[src/rtl/updown_counter_multi_if.sv]
// Button/display bundle for the multi-digit up/down counter.
// The master side drives the conditioned buttons and the load bus; the slave
// side (the counter) returns the packed count, the segment patterns and the
// limit/wrap flags.
interface updown_counter_multi_if #(
  parameter int DIGITS = 2
);
  logic                  up;
  logic                  down;
  logic                  load;
  logic [4*DIGITS-1:0]   load_value;
  logic [4*DIGITS-1:0]   count;
  logic [7*DIGITS-1:0]   hex;
  logic                  wrap;
  logic                  at_max;
  logic                  at_min;

  modport master (
    output up, down, load, load_value,
    input  count, hex, wrap, at_max, at_min
  );

  modport slave (
    input  up, down, load, load_value,
    output count, hex, wrap, at_max, at_min
  );
endinterface

[src/rtl/updown_counter_multi.sv]
// Multi-digit up/down counter with per-digit radix (BCD or hex), wrap or
// saturate at the limits, parallel load and hold-to-repeat stepping.
// Each digit drives one active-low 7-segment pattern ({g,f,e,d,c,b,a}).
module updown_counter_multi #(
  parameter int DIGITS        = 2,
  parameter int RADIX         = 10,
  parameter int SATURATE      = 0,
  parameter int BLANK_LZ      = 0,
  parameter int HOLD_CYCLES   = 25000000,
  parameter int REPEAT_CYCLES = 5000000
) (
  input logic                   CLOCK_50,
  input logic                   reset,
  updown_counter_multi_if.slave bus
);

  localparam int          W       = 4 * DIGITS;
  localparam logic [3:0]  DMAX    = 4'(RADIX - 1);
  localparam logic [31:0] HOLD_LD = (HOLD_CYCLES > 0) ? 32'(HOLD_CYCLES - 1) : 32'd0;
  localparam logic [31:0] REP_LD  = (REPEAT_CYCLES > 0) ? 32'(REPEAT_CYCLES - 1) : 32'd0;

  typedef enum logic [1:0] {S_IDLE, S_DELAY, S_REPEAT} state_t;

  // All digits at RADIX-1: the top of the counting range.
  function automatic logic [W-1:0] max_value();
    logic [W-1:0] v;
    v = '0;
    for (int k = 0; k < DIGITS; k++) v[4*k +: 4] = DMAX;
    return v;
  endfunction

  localparam logic [W-1:0] MAX_VAL = max_value();

  // Digits that are not legal in the current radix are pinned to RADIX-1.
  function automatic logic [W-1:0] clamp_digits(input logic [W-1:0] v);
    logic [W-1:0] r;
    r = v;
    for (int k = 0; k < DIGITS; k++)
      if (v[4*k +: 4] > DMAX) r[4*k +: 4] = DMAX;
    return r;
  endfunction

  // Digit-wise increment with ripple carry.
  function automatic logic [W-1:0] inc_digits(input logic [W-1:0] v);
    logic [W-1:0] r;
    logic         c;
    r = v;
    c = 1'b1;
    for (int k = 0; k < DIGITS; k++) begin
      if (c) begin
        if (v[4*k +: 4] == DMAX) begin
          r[4*k +: 4] = 4'd0;
        end else begin
          r[4*k +: 4] = v[4*k +: 4] + 4'd1;
          c = 1'b0;
        end
      end
    end
    return r;
  endfunction

  // Digit-wise decrement with ripple borrow.
  function automatic logic [W-1:0] dec_digits(input logic [W-1:0] v);
    logic [W-1:0] r;
    logic         b;
    r = v;
    b = 1'b1;
    for (int k = 0; k < DIGITS; k++) begin
      if (b) begin
        if (v[4*k +: 4] == 4'd0) begin
          r[4*k +: 4] = DMAX;
        end else begin
          r[4*k +: 4] = v[4*k +: 4] - 4'd1;
          b = 1'b0;
        end
      end
    end
    return r;
  endfunction

  // Active-low segment pattern, bit order {g,f,e,d,c,b,a}.
  function automatic logic [6:0] seg7(input logic [3:0] d);
    logic [6:0] s;
    case (d)
      4'h0: s = 7'b1000000;
      4'h1: s = 7'b1111001;
      4'h2: s = 7'b0100100;
      4'h3: s = 7'b0110000;
      4'h4: s = 7'b0011001;
      4'h5: s = 7'b0010010;
      4'h6: s = 7'b0000010;
      4'h7: s = 7'b1011000;
      4'h8: s = 7'b0000000;
      4'h9: s = 7'b0010000;
      4'hA: s = 7'b0001000;
      4'hB: s = 7'b0000011;
      4'hC: s = 7'b1000110;
      4'hD: s = 7'b0100001;
      4'hE: s = 7'b0000110;
      default: s = 7'b0001110;
    endcase
    return s;
  endfunction

  state_t         r_state;
  logic [31:0]    r_timer;
  logic           r_dir_dn;
  logic           r_up_prev;
  logic           r_down_prev;
  logic [W-1:0]   r_count;
  logic           r_wrap;

  logic           w_dir_up;
  logic           w_dir_dn;
  logic           w_req_up;
  logic           w_req_dn;
  logic           w_held;
  logic           w_step;
  logic           w_step_dn;
  logic           w_at_max;
  logic           w_at_min;
  logic [7*DIGITS-1:0] w_hex;

  assign w_dir_up = bus.up & ~bus.down;
  assign w_dir_dn = bus.down & ~bus.up;
  assign w_req_up = w_dir_up & ~r_up_prev;
  assign w_req_dn = w_dir_dn & ~r_down_prev;
  // The direction latched at the first step is still the only one pressed.
  assign w_held   = r_dir_dn ? w_dir_dn : w_dir_up;
  assign w_at_max = (r_count == MAX_VAL);
  assign w_at_min = (r_count == '0);

  // Decide whether this edge performs a step and in which direction.
  always_comb begin
    w_step    = 1'b0;
    w_step_dn = 1'b0;
    case (r_state)
      S_IDLE: begin
        if (w_req_up) begin
          w_step = 1'b1;
        end else if (w_req_dn) begin
          w_step    = 1'b1;
          w_step_dn = 1'b1;
        end
      end
      S_DELAY, S_REPEAT: begin
        if (w_held && (r_timer == 32'd0)) begin
          w_step    = 1'b1;
          w_step_dn = r_dir_dn;
        end
      end
      default: ;
    endcase
  end

  // Button history is sampled even in reset so a held button needs a re-press.
  always_ff @(posedge CLOCK_50) begin
    r_up_prev   <= bus.up;
    r_down_prev <= bus.down;
  end

  // Hold/repeat FSM plus the count and wrap registers it steps.
  always_ff @(posedge CLOCK_50) begin
    if (reset) begin
      r_state  <= S_IDLE;
      r_timer  <= 32'd0;
      r_dir_dn <= 1'b0;
      r_count  <= '0;
      r_wrap   <= 1'b0;
    end else begin
      case (r_state)
        S_IDLE: begin
          if (w_step) begin
            r_dir_dn <= w_step_dn;
            if (HOLD_CYCLES != 0) begin
              r_timer <= HOLD_LD;
              r_state <= S_DELAY;
            end
          end
        end
        S_DELAY, S_REPEAT: begin
          if (!w_held) begin
            r_state <= S_IDLE;
          end else if (r_timer == 32'd0) begin
            r_timer <= REP_LD;
            r_state <= S_REPEAT;
          end else begin
            r_timer <= r_timer - 32'd1;
          end
        end
        default: r_state <= S_IDLE;
      endcase

      // Load overrides a step, but the timing above still advances.
      r_wrap <= 1'b0;
      if (bus.load) begin
        r_count <= clamp_digits(bus.load_value);
      end else if (w_step) begin
        if (!w_step_dn) begin
          if (!w_at_max) begin
            r_count <= inc_digits(r_count);
          end else if (SATURATE == 0) begin
            r_count <= '0;
            r_wrap  <= 1'b1;
          end
        end else begin
          if (!w_at_min) begin
            r_count <= dec_digits(r_count);
          end else if (SATURATE == 0) begin
            r_count <= MAX_VAL;
            r_wrap  <= 1'b1;
          end
        end
      end
    end
  end

  // Segment decode with optional blanking of leading zero digits above digit 0.
  always_comb begin
    logic hi_zero;
    w_hex   = '0;
    hi_zero = 1'b1;
    for (int k = DIGITS - 1; k >= 0; k--) begin
      hi_zero = hi_zero & (r_count[4*k +: 4] == 4'd0);
      if ((BLANK_LZ != 0) && (k > 0) && hi_zero)
        w_hex[7*k +: 7] = 7'b1111111;
      else
        w_hex[7*k +: 7] = seg7(r_count[4*k +: 4]);
    end
  end

  assign bus.count  = r_count;
  assign bus.hex    = w_hex;
  assign bus.wrap   = r_wrap;
  assign bus.at_max = w_at_max;
  assign bus.at_min = w_at_min;

endmodule

[src/flat_wrapper.sv]
// flat-port wrapper written by rule: the top's interface ports become plain ports
module updown_counter_multi_flat 
#(
  parameter int DIGITS        = 2,
  parameter int RADIX         = 10,
  parameter int SATURATE      = 0,
  parameter int BLANK_LZ      = 0,
  parameter int HOLD_CYCLES   = 25000000,
  parameter int REPEAT_CYCLES = 5000000
)
  (CLOCK_50, reset, bus_up, bus_down, bus_load, bus_load_value, bus_count, bus_hex, bus_wrap, bus_at_max, bus_at_min);
  updown_counter_multi_if #(.DIGITS(DIGITS)) bus_i ();
  input logic CLOCK_50;
  input logic reset;
  input wire logic [$bits(bus_i.up)-1:0] bus_up;
  input wire logic [$bits(bus_i.down)-1:0] bus_down;
  input wire logic [$bits(bus_i.load)-1:0] bus_load;
  input wire logic [$bits(bus_i.load_value)-1:0] bus_load_value;
  output wire logic [$bits(bus_i.count)-1:0] bus_count;
  output wire logic [$bits(bus_i.hex)-1:0] bus_hex;
  output wire logic [$bits(bus_i.wrap)-1:0] bus_wrap;
  output wire logic [$bits(bus_i.at_max)-1:0] bus_at_max;
  output wire logic [$bits(bus_i.at_min)-1:0] bus_at_min;
  assign bus_i.up = bus_up;
  assign bus_i.down = bus_down;
  assign bus_i.load = bus_load;
  assign bus_i.load_value = bus_load_value;
  assign bus_count = bus_i.count;
  assign bus_hex = bus_i.hex;
  assign bus_wrap = bus_i.wrap;
  assign bus_at_max = bus_i.at_max;
  assign bus_at_min = bus_i.at_min;
  updown_counter_multi #(.DIGITS(DIGITS), .RADIX(RADIX), .SATURATE(SATURATE), .BLANK_LZ(BLANK_LZ), .HOLD_CYCLES(HOLD_CYCLES), .REPEAT_CYCLES(REPEAT_CYCLES)) u_core (.CLOCK_50(CLOCK_50), .reset(reset), .bus(bus_i));
endmodule
[config.mk]
export PLATFORM = sky130hd
export DESIGN_NAME = updown_counter_multi_flat
export DESIGN_NICKNAME = d
export VERILOG_FILES = /design/src/rtl/updown_counter_multi_if.sv /design/src/rtl/updown_counter_multi.sv /design/src/flat_wrapper.sv
export SDC_FILE = /design/constraint.sdc
export NUM_CORES = 1
export LEC_CHECK = 0
export BUFFER_PORTS_ARGS = -buffer_cell sky130_fd_sc_hd__buf_2
export CAP_MARGIN = 20
export CORE_MARGIN = 5
export CORE_UTILIZATION = 30
export DETAILED_ROUTE_END_ITERATION = 12
export GPL_TIMING_DRIVEN = 0
export PLACE_DENSITY_LB_ADDON = 0.12
export SLEW_MARGIN = 20
export SYNTH_ARGS = -nofsm -noshare
export SYNTH_HDL_FRONTEND = slang
export SYNTH_SLANG_ARGS = --single-unit
[constraint.sdc]
create_clock -name CLOCK_50 -period 4.8 [get_ports CLOCK_50]
set_clock_uncertainty 0.05 [all_clocks]
set_input_delay 1.44 -clock CLOCK_50 [delete_from_list [all_inputs] [get_ports CLOCK_50]]
set_output_delay 1.44 -clock CLOCK_50 [all_outputs]
set_load 0.01 [all_outputs]
Word level (Yosys, flattened, before mapping)

Memories as Yosys holds them, arrays and structs flattened. A register that Yosys moved wholly into a read port is not among the register bits.
Index checks and enable logic that the tools add are counted.

$add $sub $neg: 5
Multipliers: 0
Div/mod/pow operators: 0
$lt $le $gt $ge: 2
Equal/unequal tests: 9
Shifts and indexed selects: 0
Multiplexer cells: 48
Bitwise gates (word level): 9
Reductions and logical operators: 15

Operators by type and width:

| kind                  | count |
|---|---|
| $mux 32               | 3 |
| $pmux 32 s2           | 1 |
| $mux 4                | 12 |
| $mux 8                | 5 |
| $logic_not 32->1      | 1 |
| $sub 32x1->32 const B | 1 |
| $mux 1                | 21 |
| $add 4x1->4 const B   | 2 |
| $eq 4x4->1 const B    | 2 |
| $eq 8x8->1 const B    | 1 |
| $gt 4x4->1 const B    | 2 |
| $logic_not 4->1       | 2 |
| $logic_not 8->1       | 1 |
| $sub 4x1->4 const B   | 2 |
| $mux 2                | 3 |
| $reduce_and 3->1      | 2 |
| $not 1->1             | 5 |
| $and 1x1->1           | 4 |
| $ne 2x1->1 const B    | 2 |
| $ne 4x4->1 const B    | 1 |
| $pmux 1 s2            | 2 |
| $pmux 2 s2            | 1 |
| $reduce_and 2->1      | 2 |
| $reduce_bool 2->1     | 2 |
| 8 further kinds       | 8 |

Bits in registers: 46
Bits in latches: 0
RAM bits: 0
Bits in read-only memories: 224
Bits of input ports: 13
Output and inout bits: 25
Word-level logic and storage cells: 98
Memories: 2

Memories:

| name             | depth | bits a word | rd ports | clocked after memory_dff | wr ports | RTL line                   | source |
|---|---|---|---|---|---|---|---|
| (name not given) | 16    | 7           | 1        | 1                        | 0        | updown_counter_multi.sv:84 | `case (d)` |
| (name not given) | 16    | 7           | 1        | 1                        | 0        | updown_counter_multi.sv:84 |  |

Depth between registers and ports, before layout

Depth after elaboration: 17
Depth in mapped cells: 15
Mapped depth without buffers: 15

Worst setup path after synthesis

No wires, ideal clock.

Path kind: input-to-reg
Start point: input port bus_up
End point: register u_core.bus.hex[11] (netlist name)
Arrival time: 4.211 ns
Required time: 4.644 ns
Setup slack: 0.433 ns
Stages: 13
Path through: nor3b_1 > nand4bb_1 > or4_4 > a21o_1 > a21oi_2 > nor2_1 > o21ai_0 > nor2_1 > inv_1 > ha_1 > inv_1 > or4_1 > o311ai_0

Longest elaborated chain between the ends: 11
Elaborated cells on any way between the ends: 23

Ends and longest elaborated chain:

| element                                     | RTL line                                                 | source |
|---|---|---|
| start: declaration                          | flat_wrapper.sv:15                                       | `input wire logic [$bits(bus_i.up)-1:0] bus_up;` |
| $not 1->1                                   | updown_counter_multi.sv:125                              | `assign w_dir_dn = bus.down & ~bus.up;` |
| $and 1x1->1                                 | updown_counter_multi.sv:125                              |  |
| $and 1x1->1 or $mux 1 (tied branches)       | updown_counter_multi.sv:127, updown_counter_multi.sv:129 |  |
| $mux 1 or $logic_and 1x1->1 (tied branches) | updown_counter_multi.sv:141, updown_counter_multi.sv:147 |  |
| $mux 1 (on tied branches)                   | updown_counter_multi.sv:139, updown_counter_multi.sv:147 |  |
| $pmux 1 s2                                  | updown_counter_multi.sv:137                              | `case (r_state)` |
| $mux 8                                      | updown_counter_multi.sv:199                              | `if (!w_step_dn) begin` |
| $mux 8                                      | updown_counter_multi.sv:198                              | `end else if (w_step) begin` |
| $mux 8                                      | updown_counter_multi.sv:196                              | `if (bus.load) begin` |
| $mux 4 (no source line) (*) (2 in a row)    | -                                                        |  |

Mark *: on every way between the ends. The rest lies on a longest branch, timed or not. The select of a mux whose other input is x is not followed.
A chain may end at the register's enable or synchronous reset.

Worst setup path in the final report

Start point: input port bus_up
End point: register u_core.bus.hex[11] (netlist name)

Longest elaborated chain between the ends: 11
Elaborated cells on any way between the ends: 23

Ends and longest elaborated chain:

| element                                     | RTL line |
|---|---|
| $not 1->1                                   | updown_counter_multi.sv:125 |
| $and 1x1->1                                 | updown_counter_multi.sv:125 |
| $and 1x1->1 or $mux 1 (tied branches)       | updown_counter_multi.sv:127, updown_counter_multi.sv:129 |
| $mux 1 or $logic_and 1x1->1 (tied branches) | updown_counter_multi.sv:141, updown_counter_multi.sv:147 |
| $mux 1 (on tied branches)                   | updown_counter_multi.sv:139, updown_counter_multi.sv:147 |
| $pmux 1 s2                                  | updown_counter_multi.sv:137 |
| $mux 8                                      | updown_counter_multi.sv:199 |
| $mux 8                                      | updown_counter_multi.sv:198 |
| $mux 8                                      | updown_counter_multi.sv:196 |
| $mux 4 (no source line) (*) (2 in a row)    | - |

Marks and branches as above.

==> flow_summary.toml <==
[clock_tree]
cts_max_level = 3
postCtsHoldBufs = 0
cts_tree = "yes"
postCtsSetupRepairBufs = 0
cts_buffer_depth = 2
numCtsBuffers = 9
cts_root_buffer = "clkbuf_16"
clk-insertion-delay-late_ns = 0.34
cts.clk_slew.worst_paths_ns = 0.05
cts.sinks = 60

[yosys]
synth-edff-count = 0
synth_area_leaders = "dfxtp_1 32%, ha_1 7.0%, nor2_1 5.6%, a21oi_1 5.3%, o21ai_0 3.7%"
synth_ff_type = "dfxtp_1"
ys_seq_area_share_pct = 31.9
synth.most_common_cell = "dfxtp_1"
async_reset_ff_share_pct = 0
yosysTopAreaCellShare_pct = 31.9
synth_cell_types = 64
netlist_top_cells_count = "60 x dfxtp_1, 56 x nor2_1, 40 x a21oi_1"
yosysWarnings = 0
synth_nets = 500
netlist_instances = 466
ys_seq_elements = 60
synth_area_per_cell_um2 = 8.09
yosysTopAreaCell = "dfxtp_1"
netlist_area_um2 = 3770

[floorplan]
die-width_um = 122
io_pins = 38
initial_core_util_pct = 30.2
dieArea_um2 = 14900
core_area_um2 = 12500
num_rows = 41
die-height_um = 122

[timing]
setup_violations = 0
rsz0062_at_grt = "no"
fmax_mhz = 221
tns_ns = 0
fin_ws_ns = 0.273
slew_violations = 0
slew_headroom_pct = 42.8
hold_viol_final = 0
finalCritPeriodShare_pct = 94.3
fin_crit_ns = 4.53
tightest_slew_ns = 0.845

[power]
clockPowerShare_pct = 35.5
leakagePower_nw = 1.70
irDropWorstVdd_v = 0.000168
swShare_pct = 33.4
seqPwrFrac_pct = 36.9
pwr-share-comb_pct = 27.7
power.density_nw_per_um2 = 358
p_sw_mw = 0.530
p_int_mw = 1.06

[global_routing]
antenna_found_initial = 0
grt_usage_pct = 14.7
grt_pass1_wl_um = 17100
grt_max_degree = 11
overflow = 0
grt_pass1_vias = 3454

[layout]
postLayoutCoreUtil_pct = 35.5
fin_nets = 547
antenna_cells = 0
drive_gt1_share_pct = 12.8
area_growth_syn_to_layout_pct = 17.4
fill_cells = 1327

[critical_path]
cp-end-kind = "flop"
r2r_slack_ns = 0.58
ff2ff_path_depth = 15
worst_ep_required_time_ns = 4.97
startpoint_type = "input port"
crit_type = "in2reg"
r2r_start = "u_core.r_timer[0]$_SDFFE_PP0P_"
rr_endpoint = "u_core.bus.hex[11]$_DFF_P_"
crit_fanout = 6
worstPathArrival_ns = 4.70

[placement]
hpwl_um = 8000
place_congestion = 0.764
dp_slack_ns = -0.501
port_buffers = 36

[status]
status = "finished, final reports clean"

[detailed_routing]
drc = 0
num_vias = 3591
wl_per_cell_um = 15.7
first_iter_violations = 240
ant_nets = 0
avgViaCountPerCell = 5.23
wl_um = 10700
firstDrtPassIters = 4

[job]
cap_violations = 0

[hold_path]
hold_path.class = "reg2reg"
holdCritStartpoint = "u_core.r_timer[4]$_SDFFE_PP0P_"
min_path_cells = 1
hold_path_end = "u_core.r_timer[4]$_SDFFE_PP0P_"
worst max-delay path by stage:
stage	end	startpoint	slack, ns
2_1_floorplan	u_core.bus.hex[11]$_DFF_P_	bus_up	0.43
3_3_place_gp	u_core.bus.hex[11]$_DFF_P_	bus_up	-0.47
6_report	u_core.bus.hex[11]$_DFF_P_	bus_up	0.27
3_5_place_dp	u_core.bus.hex[11]$_DFF_P_	bus_up	-0.50
5_1_grt	u_core.bus.hex[11]$_DFF_P_	bus_up	0.05
4_1_cts	u_core.bus.hex[11]$_DFF_P_	bus_up	0.03
per-layer routing:
layer | global-route usage (%) | up-vias | wire [µm] | part of all wire (%)
li1 | - | 1800 | - | -
met1 | 18.1 | 1693 | 4950 | 46
met2 | 23.9 | 81 | 4970 | 46
met3 | 4.32 | 17 | 568 | 5.3
met4 | 6.30 | 0 | 254 | 2.4
met5 | 0 | - | 0 | 0
worst max-delay path: stages:
cell and delay (ns):
buf_2 0.13, nor3b_2 0.25, nand4bb_1 0.24, or4_4 0.52, a21o_1 0.24, a21oi_2 0.17, nor2_1 0.14, o21ai_2 0.30
nor2_1 0.15, inv_1 0.16, ha_1 0.25, inv_1 0.08, or4_1 0.49, o311ai_0 0.11
sequential cells by signal (all words and copies together), names as in the netlist:
| register | cells |
|---|---|
| u_core.bus.count | 8 |
| u_core.r_dir_dn | 1 |
| u_core.bus.hex | 14 |
| u_core.r_down_prev | 1 |
| u_core.r_timer | 32 |
| u_core.r_state | 2 |
| u_core.r_up_prev | 1 |
| u_core.bus.wrap | 1 |
cells by family after synthesis:
| group | Yosys count | synth area share (%) |
|---|---|---|
| simple gates | 186 | 27.5 |
| compound gates | 127 | 22.5 |
| flops | 60 | 31.9 |
| buf+inv | 48 | 5.01 |
| fa+ha+maj | 21 | 6.97 |
| xor+xnor | 14 | 3.25 |
| mux | 10 | 2.85 |
layout by cell type (no fill, tap or decap), types with 17 or more instances in the layout:
cell type,n
clkbuf_1,23
ha_1,21
inv_1,25
dfxtp_1,60
nor3_1,17
a21oi_1,39
nand2_1,31
buf_2,37
nor2_1,56
o21ai_0,26
power groups by stage:
| stage | combinational [mW] | clock (mW) | sequential [mW] |
|---|---|---|---|
| finish | 0.438 | 0.562 | 0.585 |
| global route | 0.488 | 0.595 | 0.590 |
| CTS | 0.438 | 0.581 | 0.584 |
| detailed placement | 0.435 | 0 | 0.594 |
| global placement | 0.433 | 0 | 0.593 |
| floorplan | 0.310 | 0 | 0.594 |
layout make-up:
class | instances | area (µm²) | area share (%)
multi-input cells | 358 | 2390 | 54.1
flip-flops and latches | 60 | 1200 | 27.1
clock buffers | 12 | 246 | 5.57
well taps | 172 | 215 | 4.86
repair buffers | 36 | 180 | 4.07
plain buffers | 23 | 95.1 | 2.15
inverters | 25 | 93.8 | 2.12
what timing repair did:
item / CTS / global route
resized for setup: 1 / 4
setup endpoints to repair: 1 / 11
gates cloned: 0 / 0
endpoints found under the hold margin: 0 / 0
through the flow:
step / power, mW / area (µm²) / cells / hold slack [ns]
after global placement: 1.03 / 4170 / 674 / 0.426
after global routing: 1.67 / 4420 / 686 / 0.462
after CTS: 1.60 / 4410 / 686 / 0.438
after floorplan: 0.905 / 3770 / 466 / 0.400
after detailed placement: 1.03 / 4170 / 674 / 0.429
final: 1.59 / 4420 / 686 / 0.439
(Power assumes the default switching activity.)
